$ cat config.mk
export PLATFORM = sky130hd
export DESIGN_NAME = instr_packer
export DESIGN_NICKNAME = d
export VERILOG_FILES = /design/src/rtl/instr_packer.sv
export SDC_FILE = /design/constraint.sdc
export NUM_CORES = 1
export LEC_CHECK = 0
export CORE_MARGIN = 2
export CORE_UTILIZATION = 53
export CTS_CLUSTER_SIZE = 10
export DETAILED_ROUTE_END_ITERATION = 10
export HOLD_SLACK_MARGIN = 0.08
export PLACE_DENSITY = 0.85
export SKIP_CTS_REPAIR_TIMING = 1
export SYNTH_ARGS = -nofsm -noshare
export SYNTH_HDL_FRONTEND = slang
export SYNTH_SLANG_ARGS = --single-unit
$ cat constraint.sdc
create_clock -name clk -period 7.64 [get_ports clk]
set_clock_uncertainty 0.1 [all_clocks]
set_input_delay 1.528 -clock clk [delete_from_list [all_inputs] [get_ports clk]]
set_output_delay 1.528 -clock clk [all_outputs]
set_load 0.01 [all_outputs]
$ cat src/rtl/instr_packer.sv
//------------------------------------------------------------------------------
// instr_packer: packs decoded instruction fields into 32-bit words and writes
// them sequentially into program memory through a 2-entry skid buffer.
// Revision: 1.0
//------------------------------------------------------------------------------
`default_nettype none

module instr_packer #(
   parameter int ADDR_W = 10,
   parameter int DEPTH  = 1024
) (
   input  logic              clk,
   input  logic              rst,
   input  logic              start,
   input  logic [ADDR_W-1:0] base_addr,
   input  logic              in_valid,
   output logic              in_ready,
   input  logic              in_imb,
   input  logic [3:0]        in_ra,
   input  logic [3:0]        in_rb,
   input  logic [13:0]       in_imm,
   input  logic [4:0]        in_opc,
   input  logic [3:0]        in_rc,
   input  logic [2:0]        in_cond,
   input  logic              in_cmp,
   output logic              mem_we,
   output logic [ADDR_W-1:0] mem_addr,
   output logic [31:0]       mem_wdata,
   input  logic              mem_stall,
   output logic              busy,
   output logic              full,
   output logic [ADDR_W:0]   count
);

   localparam logic [ADDR_W:0]   DEPTH_C = (ADDR_W+1)'(DEPTH);
   localparam logic [ADDR_W+1:0] DEPTH_X = (ADDR_W+2)'(DEPTH);

   typedef enum logic [1:0] {
      IDLE = 2'd0,
      LOAD = 2'd1,
      FULL = 2'd2
   } state_t;

   state_t              state_q,      state_d;
   logic                out_valid_q,  out_valid_d;
   logic [31:0]         out_data_q,   out_data_d;
   logic                skid_valid_q, skid_valid_d;
   logic [31:0]         skid_data_q,  skid_data_d;
   logic [ADDR_W-1:0]   addr_q,       addr_d;
   logic [ADDR_W:0]     count_q,      count_d;

   logic [1:0]          occ;
   logic [ADDR_W+1:0]   fill;
   logic [31:0]         word_in;
   logic                push;
   logic                done;

   // Register form zeroes [22:13] so stale immediates never leak into the word.
   always_comb begin
      word_in        = 32'd0;
      word_in[31]    = in_imb;
      word_in[30:27] = in_ra;
      if (in_imb) begin
         word_in[26:13] = in_imm;
      end else begin
         word_in[26:23] = in_rb;
      end
      word_in[12:8]  = in_opc;
      word_in[7:4]   = in_rc;
      word_in[3:1]   = in_cond;
      word_in[0]     = in_cmp;
   end

   assign occ      = {1'b0, out_valid_q} + {1'b0, skid_valid_q};
   assign fill     = {1'b0, count_q} + {{ADDR_W{1'b0}}, occ};
   assign in_ready = (state_q == LOAD) && (occ < 2'd2) && (fill < DEPTH_X);
   assign push     = in_valid && in_ready;
   assign done     = out_valid_q && !mem_stall;

   always_comb begin
      state_d      = state_q;
      out_valid_d  = out_valid_q;
      out_data_d   = out_data_q;
      skid_valid_d = skid_valid_q;
      skid_data_d  = skid_data_q;
      addr_d       = addr_q;
      count_d      = count_q;

      if (start) begin
         out_valid_d  = 1'b0;
         skid_valid_d = 1'b0;
         addr_d       = base_addr;
         count_d      = '0;
         state_d      = LOAD;
      end else begin
         if (done) begin
            addr_d = addr_q + 1'b1;
            if (count_q != DEPTH_C) begin
               count_d = count_q + 1'b1;
            end
            if ((state_q == LOAD) && (count_d == DEPTH_C)) begin
               state_d = FULL;
            end
         end

         // Oldest word lives in the output register; the skid only fills behind it.
         if (done) begin
            if (skid_valid_q) begin
               out_data_d   = skid_data_q;
               skid_valid_d = 1'b0;
            end else begin
               out_valid_d = push;
               if (push) begin
                  out_data_d = word_in;
               end
            end
         end else if (push) begin
            if (!out_valid_q) begin
               out_valid_d = 1'b1;
               out_data_d  = word_in;
            end else begin
               skid_valid_d = 1'b1;
               skid_data_d  = word_in;
            end
         end
      end
   end

   always_ff @(posedge clk) begin
      if (rst) begin
         state_q      <= IDLE;
         out_valid_q  <= 1'b0;
         out_data_q   <= 32'd0;
         skid_valid_q <= 1'b0;
         skid_data_q  <= 32'd0;
         addr_q       <= '0;
         count_q      <= '0;
      end else begin
         state_q      <= state_d;
         out_valid_q  <= out_valid_d;
         out_data_q   <= out_data_d;
         skid_valid_q <= skid_valid_d;
         skid_data_q  <= skid_data_d;
         addr_q       <= addr_d;
         count_q      <= count_d;
      end
   end

   assign mem_we    = out_valid_q;
   assign mem_addr  = addr_q;
   assign mem_wdata = out_data_q;
   assign busy      = (state_q == LOAD) || (occ != 2'd0);
   assign full      = (state_q == FULL);
   assign count     = count_q;

endmodule

`default_nettype wire

# Word level (Yosys, flattened, before mapping)
# Cells that the tools add are included.
# op_classes
magnitude_cmp	2
n_bitwise	2
n_reduce_logical	20
addsub	4
mux	18
eq_ne	6
# op_table
op	count
two-way mux 32 bit	5
two-way mux 11 bit	3
two-way mux 10 bit	3
adder 11 x 2 -> 12 bit	1
less-than comparator 12 x 11 -> 1 bit (second input constant)	1
adder 11 x 1 -> 11 bit (second input constant)	1
equality test 11 bit (second input constant)	1
inequality test 11 bit (second input constant)	1
adder 10 x 1 -> 10 bit (second input constant)	1
nonzero test 2 bit	5
AND reduction 2 bit	4
AND reduction 4 bit	2
two-way mux 1 bit	6
logical AND 1 bit	5
two-way mux 4 bit	1
OR reduction 3 bit	1
adder 1 x 1 -> 2 bit	1
equality test 2 x 1 -> 1 bit (second input constant)	1
equality test 2 bit (second input constant)	1
less-than comparator 2 bit (second input constant)	1
inequality test 2 x 1 -> 1 bit (second input constant)	1
inequality test 2 bit (second input constant)	1
NOT 1 bit	2
OR reduction 2 bit	1
2 further kinds	2
# word_totals
input_bits	51
reg_bits	89

# Logic depth before layout (Yosys ltp)
# Gate-level depths: netlist (run 1).
# logic_depth
word_depth	9
ltp_mapped	9
depth_no_buf	7

# Worst setup path after synthesis (run 1)
# Ideal clock, no wire load.
# synth_timing
path_kind	reg-to-output
startpoint	reg out_valid_q (netlist: mem_we)
endpoint	out in_ready
setup_slack_ps	4487
path_stages_with_launch	5
t_arrival_ps	1525
n_path_buf	0
path_cell_list	dfxtp_1 > ha_1 > ha_1 > a31oi_1 > o31a_1
# synth_between
elab_chain_len	4
elab_cells_between_ends	6
classes_between	add/sub (2); order compare (2); reduce/logical (2)
# synth_rtl
element	line_no	rtl
start, declared	45	logic out_valid_q, out_valid_d;
start signal, assigned	140	out_valid_q <= out_valid_d;
adder 1 x 1 -> 2 bit *	74	assign occ = {1'b0, out_valid_q} + {1'b0, skid_valid_q};
adder 11 x 2 -> 12 bit / less-than comparator 2 bit (equally long branches)	75, 76	
less-than comparator 12 x 11 -> 1 bit / logical AND 1 bit (equally long branches)	76	assign in_ready = (state_q == LOAD) && (occ < 2'd2) && (fill < DEPTH_X);
logical AND 1 bit *	76	
end, declared	17	output logic in_ready,
# Mark *: on every way between the ends. The rest lies on a longest branch, timed or not.

# Final worst setup path (run 1)
# layout_timing
startpoint	in mem_stall
endpoint	reg out_data_q[28] (netlist: mem_wdata[28])
# layout_between
elab_chain_len	4
elab_cells_between_ends	6
classes_between	eq/ne (1); mux (1); reduce/logical (4)
# layout_rtl
element	line_no	rtl
start, declared	29	input logic mem_stall,
logical NOT 1 bit *	78	assign done = out_valid_q && !mem_stall;
logical AND 1 bit *	78	
inequality test 2 x 1 -> 1 bit (no line) / nonzero test 2 bit (equally long branches)	-	
AND reduction 4 bit (no line)	-	
end signal, assigned	141	out_data_q <= out_data_d;
end, declared	46	logic [31:0] out_data_q, out_data_d;
# Marks and branches as above.
# A chain may end at the register's enable or synchronous reset.

==> run metrics, run 1 <==
fraction of layout cells with a size suffix above 1 0.0960; routed len/inst about 15 um; Post-DP HPWL ~6800 um; Die ar. 0.00884 mm2; Layout fillers around 610; Yosys warning total 0; Sum Neg Setup Slack 0 ns; DRC errors left 0; Antenna Violating Nets Remaining 0; leading area contributor after synthesis dfxtp_1; most numerous cell in the Yosys netlist nand2_1; Die Width 94 um; Area Overhead vs Synth 28.7%; Synth Net Count 566; Via-to-Cell Ratio 5.60; Antenna Diode Count 0; worst setup margin 2.96 ns; Final period util 0.613; Initial Utilization 0.550; Crit Path Class input pin to register; Leak 1.84 nW; min cycle time layout between 4 and 5 ns; Crit path required time approximately 7.8 ns; grt total ovfl 0; Cells after Synth between 500 and 600; Total Routing Usage GR 0.238; clock slew at reported path FFs ~0.08 ns; Final Non-Filler Cells around 700; Crit Path Max Fanout 64; worst ir drop on vdd 0.126 mV; Worst Setup End Kind register; status complete, no violations; Skew-Pair Late Insertion Delay 0.36 ns; H-tree depth 3; flops & latches, synth 89; number of synthesized flops with an enable pin 0; Synth async-reset ratio 0; slew at the pin closest to its max-slew limit about 1.2 ns; count of final hold-check violations 0; worst hold margin roughly 0.36 ns; chip height 94 um; first drt pass iteration count 5; Root Driver clkbuf_8; GP Congestion 0.891; Max Slew Vio Count 0; I/O Buffers 107; clock sinks 89; synth cell count leaders nand2_1 (112), dfxtp_1 (89), nor2_1 (56), a21oi_1 (43), a311oi_2 (28); core area just under 0.008 mm2; post-synth top area share 0.415; Area contributors post-synth dfxtp_1 (42%), a311oi_2 (9.8%), nand2_1 (9.8%); f_max 0.214 GHz; HP Class register to register; first-pass GRT wire length 16900 um; relative slew slack 0.196; CP startpoint kind input pin; RSZ-0062 raised after global routing false; Avg Cell Area, Syn 8.43 um2; vias in the first global route 3679; register area share after synthesis 0.415; Vias around 3900; Site Rows 32; pin count of the biggest net entering global routing 78; data arrival time of the critical path 4.84 ns; post-synth cell types 45; prevailing post-synth register cell dfxtp_1; Pwr Density 169 mW/mm2; antenna violations before repair 0; Clock Path Buffers 2; CTS tree yes; DR iter-0 viols 227; Num CTS Buffers 9; final WL 10300 um; io pins 108; # setup viols final 0; Max Cap Viol 0; placed insts between 600 and 700; post-synthesis instance area 0.00429 mm2; Place WS 2.63 ns; final net count approximately 650; total chip power approximately 0.93 mW
-- worst max-delay path, cell delays in order --
cell	delay, ns
clkdlybuf4s50_1	0.54
nor2b_1	0.67
nand2_2	0.63
a221oi_4	0.39
buf_4	0.64
nor2_1	0.14
a311oi_2	0.28
-- power by group --
| group | switching (mW) | leakage (nW) | internal, mW | total, mW |
|---|---|---|---|---|
| sequential | 0.00886 | 0.722 | 0.475 | 0.484 |
| combinational | 0.0500 | 1.02 | 0.0601 | 0.110 |
| clock | 0.176 | 0.104 | 0.164 | 0.340 |
| total | 0.235 | 1.84 | 0.699 | 0.934 |
-- registers in the layout, summed over array words and instances (netlist names) --
name	flops
count	11
state_q	2
mem_we	1
mem_addr	10
skid_valid_q	1
mem_wdata	32
skid_data_q	32
-- worst paths after layout --
check | from | end | slack (ns) | cells past startpoint
setup / recovery | mem_stall | mem_wdata[28] | 2.96 | 7
hold / removal | skid_data_q[31] | skid_data_q[31] | 0.36 | 2
setup reg to reg | mem_we | mem_wdata[28] | 4.10 | 6
hold reg to reg | skid_data_q[31] | skid_data_q[31] | 0.36 | 2
-- cell families (layout without fill, tap and decap cells) --
| family | Yosys count | in the layout | synth area share |
|---|---|---|---|
| adders and majority gates | 6 | 6 | 0.0175 |
| and+or+nand+nor | 238 | 238 | 0.250 |
| buffers and inverters | 48 | 133 | 0.0542 |
| DFF | 89 | 89 | 0.415 |
| AOI/OAI and AO/OA | 102 | 102 | 0.208 |
| muxes | 7 | 7 | 0.0163 |
| xor gates and xnor gates | 19 | 19 | 0.0388 |
-- placed cells by master (no fill, tap or decap), types with 3 or more instances in the layout --
cell / synthesis / routed
a21oi_1: 43 / 43
and3_1: 4 / 4
clkbuf_8: 0 / 10
nand3_1: 25 / 25
o211ai_1: 4 / 4
inv_1: 7 / 7
a31oi_1: 3 / 3
nand2_1: 112 / 112
a211oi_1: 10 / 10
buf_4: 4 / 4
clkdlybuf4s50_1: 0 / 106
a311oi_2: 28 / 28
nand2b_1: 6 / 6
nor3_1: 8 / 8
ha_1: 6 / 6
nand4_1: 8 / 8
or3_1: 4 / 4
mux2i_1: 7 / 7
nor2_1: 56 / 55
inv_6: 0 / 3
xor2_1: 9 / 9
xnor2_1: 10 / 10
dfxtp_1: 89 / 89
o21ai_0: 6 / 6
-- cell type report --
cell class / instances / area, um2 / share of cell area
flip-flops and latches: 89 / 1780 / 0.323
well taps: 102 / 128 / 0.0231
inverters: 7 / 26.3 / 0.00476
repair buffers: 110 / 1090 / 0.198
clock buffers: 10 / 138 / 0.0249
multi-input cells: 372 / 2290 / 0.414
clock inverters: 6 / 72.6 / 0.0131
-- per-layer routing --
layer,up-vias,track usage,part of all wire
met1,1805,0.310,0.43
met5,-,0,0
met4,0,0.0870,0.015
li1,1937,-,-
met2,138,0.397,0.49
met3,16,0.0393,0.065
-- metrics by stage --
step | instance area [um2] | util
final | 5520 | 0.708
after global routing | 5520 | 0.708
after CTS | 5520 | 0.708
after detailed placement | 5310 | 0.681
after global placement | 5310 | 0.681
after floorplan | 4290 | -
(Power assumes the default switching activity.)
==> run 2, diff against run 1 <==
--- a/config.mk
+++ b/config.mk
@@ -6,11 +6,11 @@
 export NUM_CORES = 1
 export LEC_CHECK = 0
 export CORE_MARGIN = 2
-export CORE_UTILIZATION = 53
+export CORE_UTILIZATION = 49
 export CTS_CLUSTER_SIZE = 10
 export DETAILED_ROUTE_END_ITERATION = 10
 export HOLD_SLACK_MARGIN = 0.08
-export PLACE_DENSITY = 0.85
+export PLACE_DENSITY = 0.8
 export SKIP_CTS_REPAIR_TIMING = 1
 export SYNTH_ARGS = -nofsm -noshare
 export SYNTH_HDL_FRONTEND = slang
==> constraint.sdc (replaced) <==
create_clock -name clk -period 4.7 [get_ports clk]
set_clock_uncertainty 0.1 [all_clocks]
set_input_delay 0.94 -clock clk [delete_from_list [all_inputs] [get_ports clk]]
set_output_delay 0.94 -clock clk [all_outputs]
set_load 0.01 [all_outputs]
==> run metrics, run 2 (same netlist as run 1, synthesis figures left out) <==
Hold Startpoint skid_data_q[30]; Die Width 97.6 um; post-route cell area 0.00554 mm2; Site Rows 34; clock slew at reported path FFs 0.09 ns; Initial Utilization 0.500; clock sinks 89; Post-DP HPWL 7150 um; Vias 3899; min cycle time layout 3.56 ns; final net count 649; Root Driver clkbuf_8; data arrival time of the critical path 2.52 ns; fraction of layout cells with a size suffix above 1 0.101; antenna violations before repair 0; routed len/inst around 15 um; Via-to-Cell Ratio 5.53; WHS Endpoint skid_data_q[30]; core area 0.00859 mm2; slack of the worst reg-to-reg path approximately 1.6 ns; Worst Setup End Kind output pin; DR iter-0 viols 223; Antenna Violating Nets Remaining 0; worst hold margin 0.361 ns; grt total ovfl 0; slew at the pin closest to its max-slew limit a little under 1 ns; Crit Path Class register to output pin; crit-path leading delay family compound AO/OA/AOI/OAI gates; Hold Path Depth 2; Final period util 0.757; final WL 10400 um; DRC errors left 0; Critical Path, Cell by Cell ha_1 > ha_1 > a31oi_1 > o31a_1 > clkdlybuf4s50_1; worst ir drop on vdd about 0.22 mV; Max Slew Vio Count 0; status complete, no violations; Crit path largest cell delay 0.54 ns; CP max stage cell dfxtp_1; Num CTS Buffers 9; CTS tree yes; met2 usage 0.378; RSZ-0062 raised after global routing false; chip height 97.6 um; Clock Path Buffers 2; vias in the first global route 3685; HP Class register to register; Leak 1.85 nW; placed cell area between 0.005 and 0.006 mm2; Pwr Density about 270 mW/mm2; Die ar. 0.00953 mm2; Place WS just over 1 ns; most used cell, CP ha_1; relative slew slack 0.344; most frequent cells in the layout nand2_1 (112), clkdlybuf4s50_1 (106), dfxtp_1 (89); first drt pass iteration count 4; io pins 108; R2R Path End mem_wdata[0]; f_max 0.281 GHz; Layout fillers 720; post-layout util 0.645; met3 usage 0.0547; CP startpoint kind register; Antenna Diode Count 0; Worst Path Buf+Inv 1; count of final hold-check violations 0; Crit Path Max Fanout 10; R2R Path Start mem_we; reg2reg path depth 8; Final Non-Filler Cells 705; Sum Neg Setup Slack 0 ns; worst setup margin 1.14 ns; Max Cap Viol 0; Crit path required time 3.66 ns; Skew-Pair Late Insertion Delay 0.36 ns; H-tree depth 3; # setup viols final 0; I/O Buffers 107; commonest non-fill, non-tap cell in the layout nand2_1; placed insts a little under 700; Total Routing Usage GR 0.216; GP Congestion 0.940; total chip power 1.48 mW; Seq. cell area ~0.0018 mm2; first-pass GRT wire length roughly 17000 um; pin count of the biggest net entering global routing 65; GRT busiest layer met2; Multi-input gate area 0.00229 mm2; Area Overhead vs Synth 29.0%; GR Layer Usage met1 0.265
[run 2: changes by cell type in the layout (fill, tap and decap cells not counted), sizes merged]
cell	change
buf	+3
clkinvlp	+1
clkbuf	-1
bufinv	-1
inv	+1
[run 2: worst max path at each step]
stage | slack [ns] | startpoint | endpoint | cells after the start
after detailed placement | 1.04 | mem_stall | mem_wdata[2] | 9
after CTS | 1.12 | mem_we | in_ready | 5
after floorplan | 2.13 | mem_we | in_ready | 4
after global routing | 0.99 | mem_we | in_ready | 5
final | 1.14 | mem_we | in_ready | 5
after global placement | 1.15 | mem_stall | mem_wdata[12] | 9
[run 2: layout make-up]
cell class	count	area share
clock buffer	9	0.0224
inverter	7	0.00474
timing repair buffer	113	0.201
multi-input combinational	372	0.413
tap	108	0.0244
clock inverter	7	0.0129
sequential	89	0.322
[run 2: worst register-to-register path: cells and delay by family (launching register included)]
| kind | cells | cell delay (ns) |
|---|---|---|
| fa+ha+maj | 2 | 0.54 |
| simple gates | 1 | 0.15 |
| compound gates | 4 | 1.10 |
| flops | 1 | 0.54 |
| buf+inv | 1 | 0.62 |
[run 2: report_power, final]
group,internal [mW],switching [mW]
clock,0.208,0.307
sequential,0.772,0.0146
combinational,0.0980,0.0823
total,1.08,0.404
[run 2: metal layers]
metal	share of wire	vias up
li1	-	1940
met1	0.43	1825
met2	0.50	123
met3	0.060	11
met4	0.011	0
met5	0	-
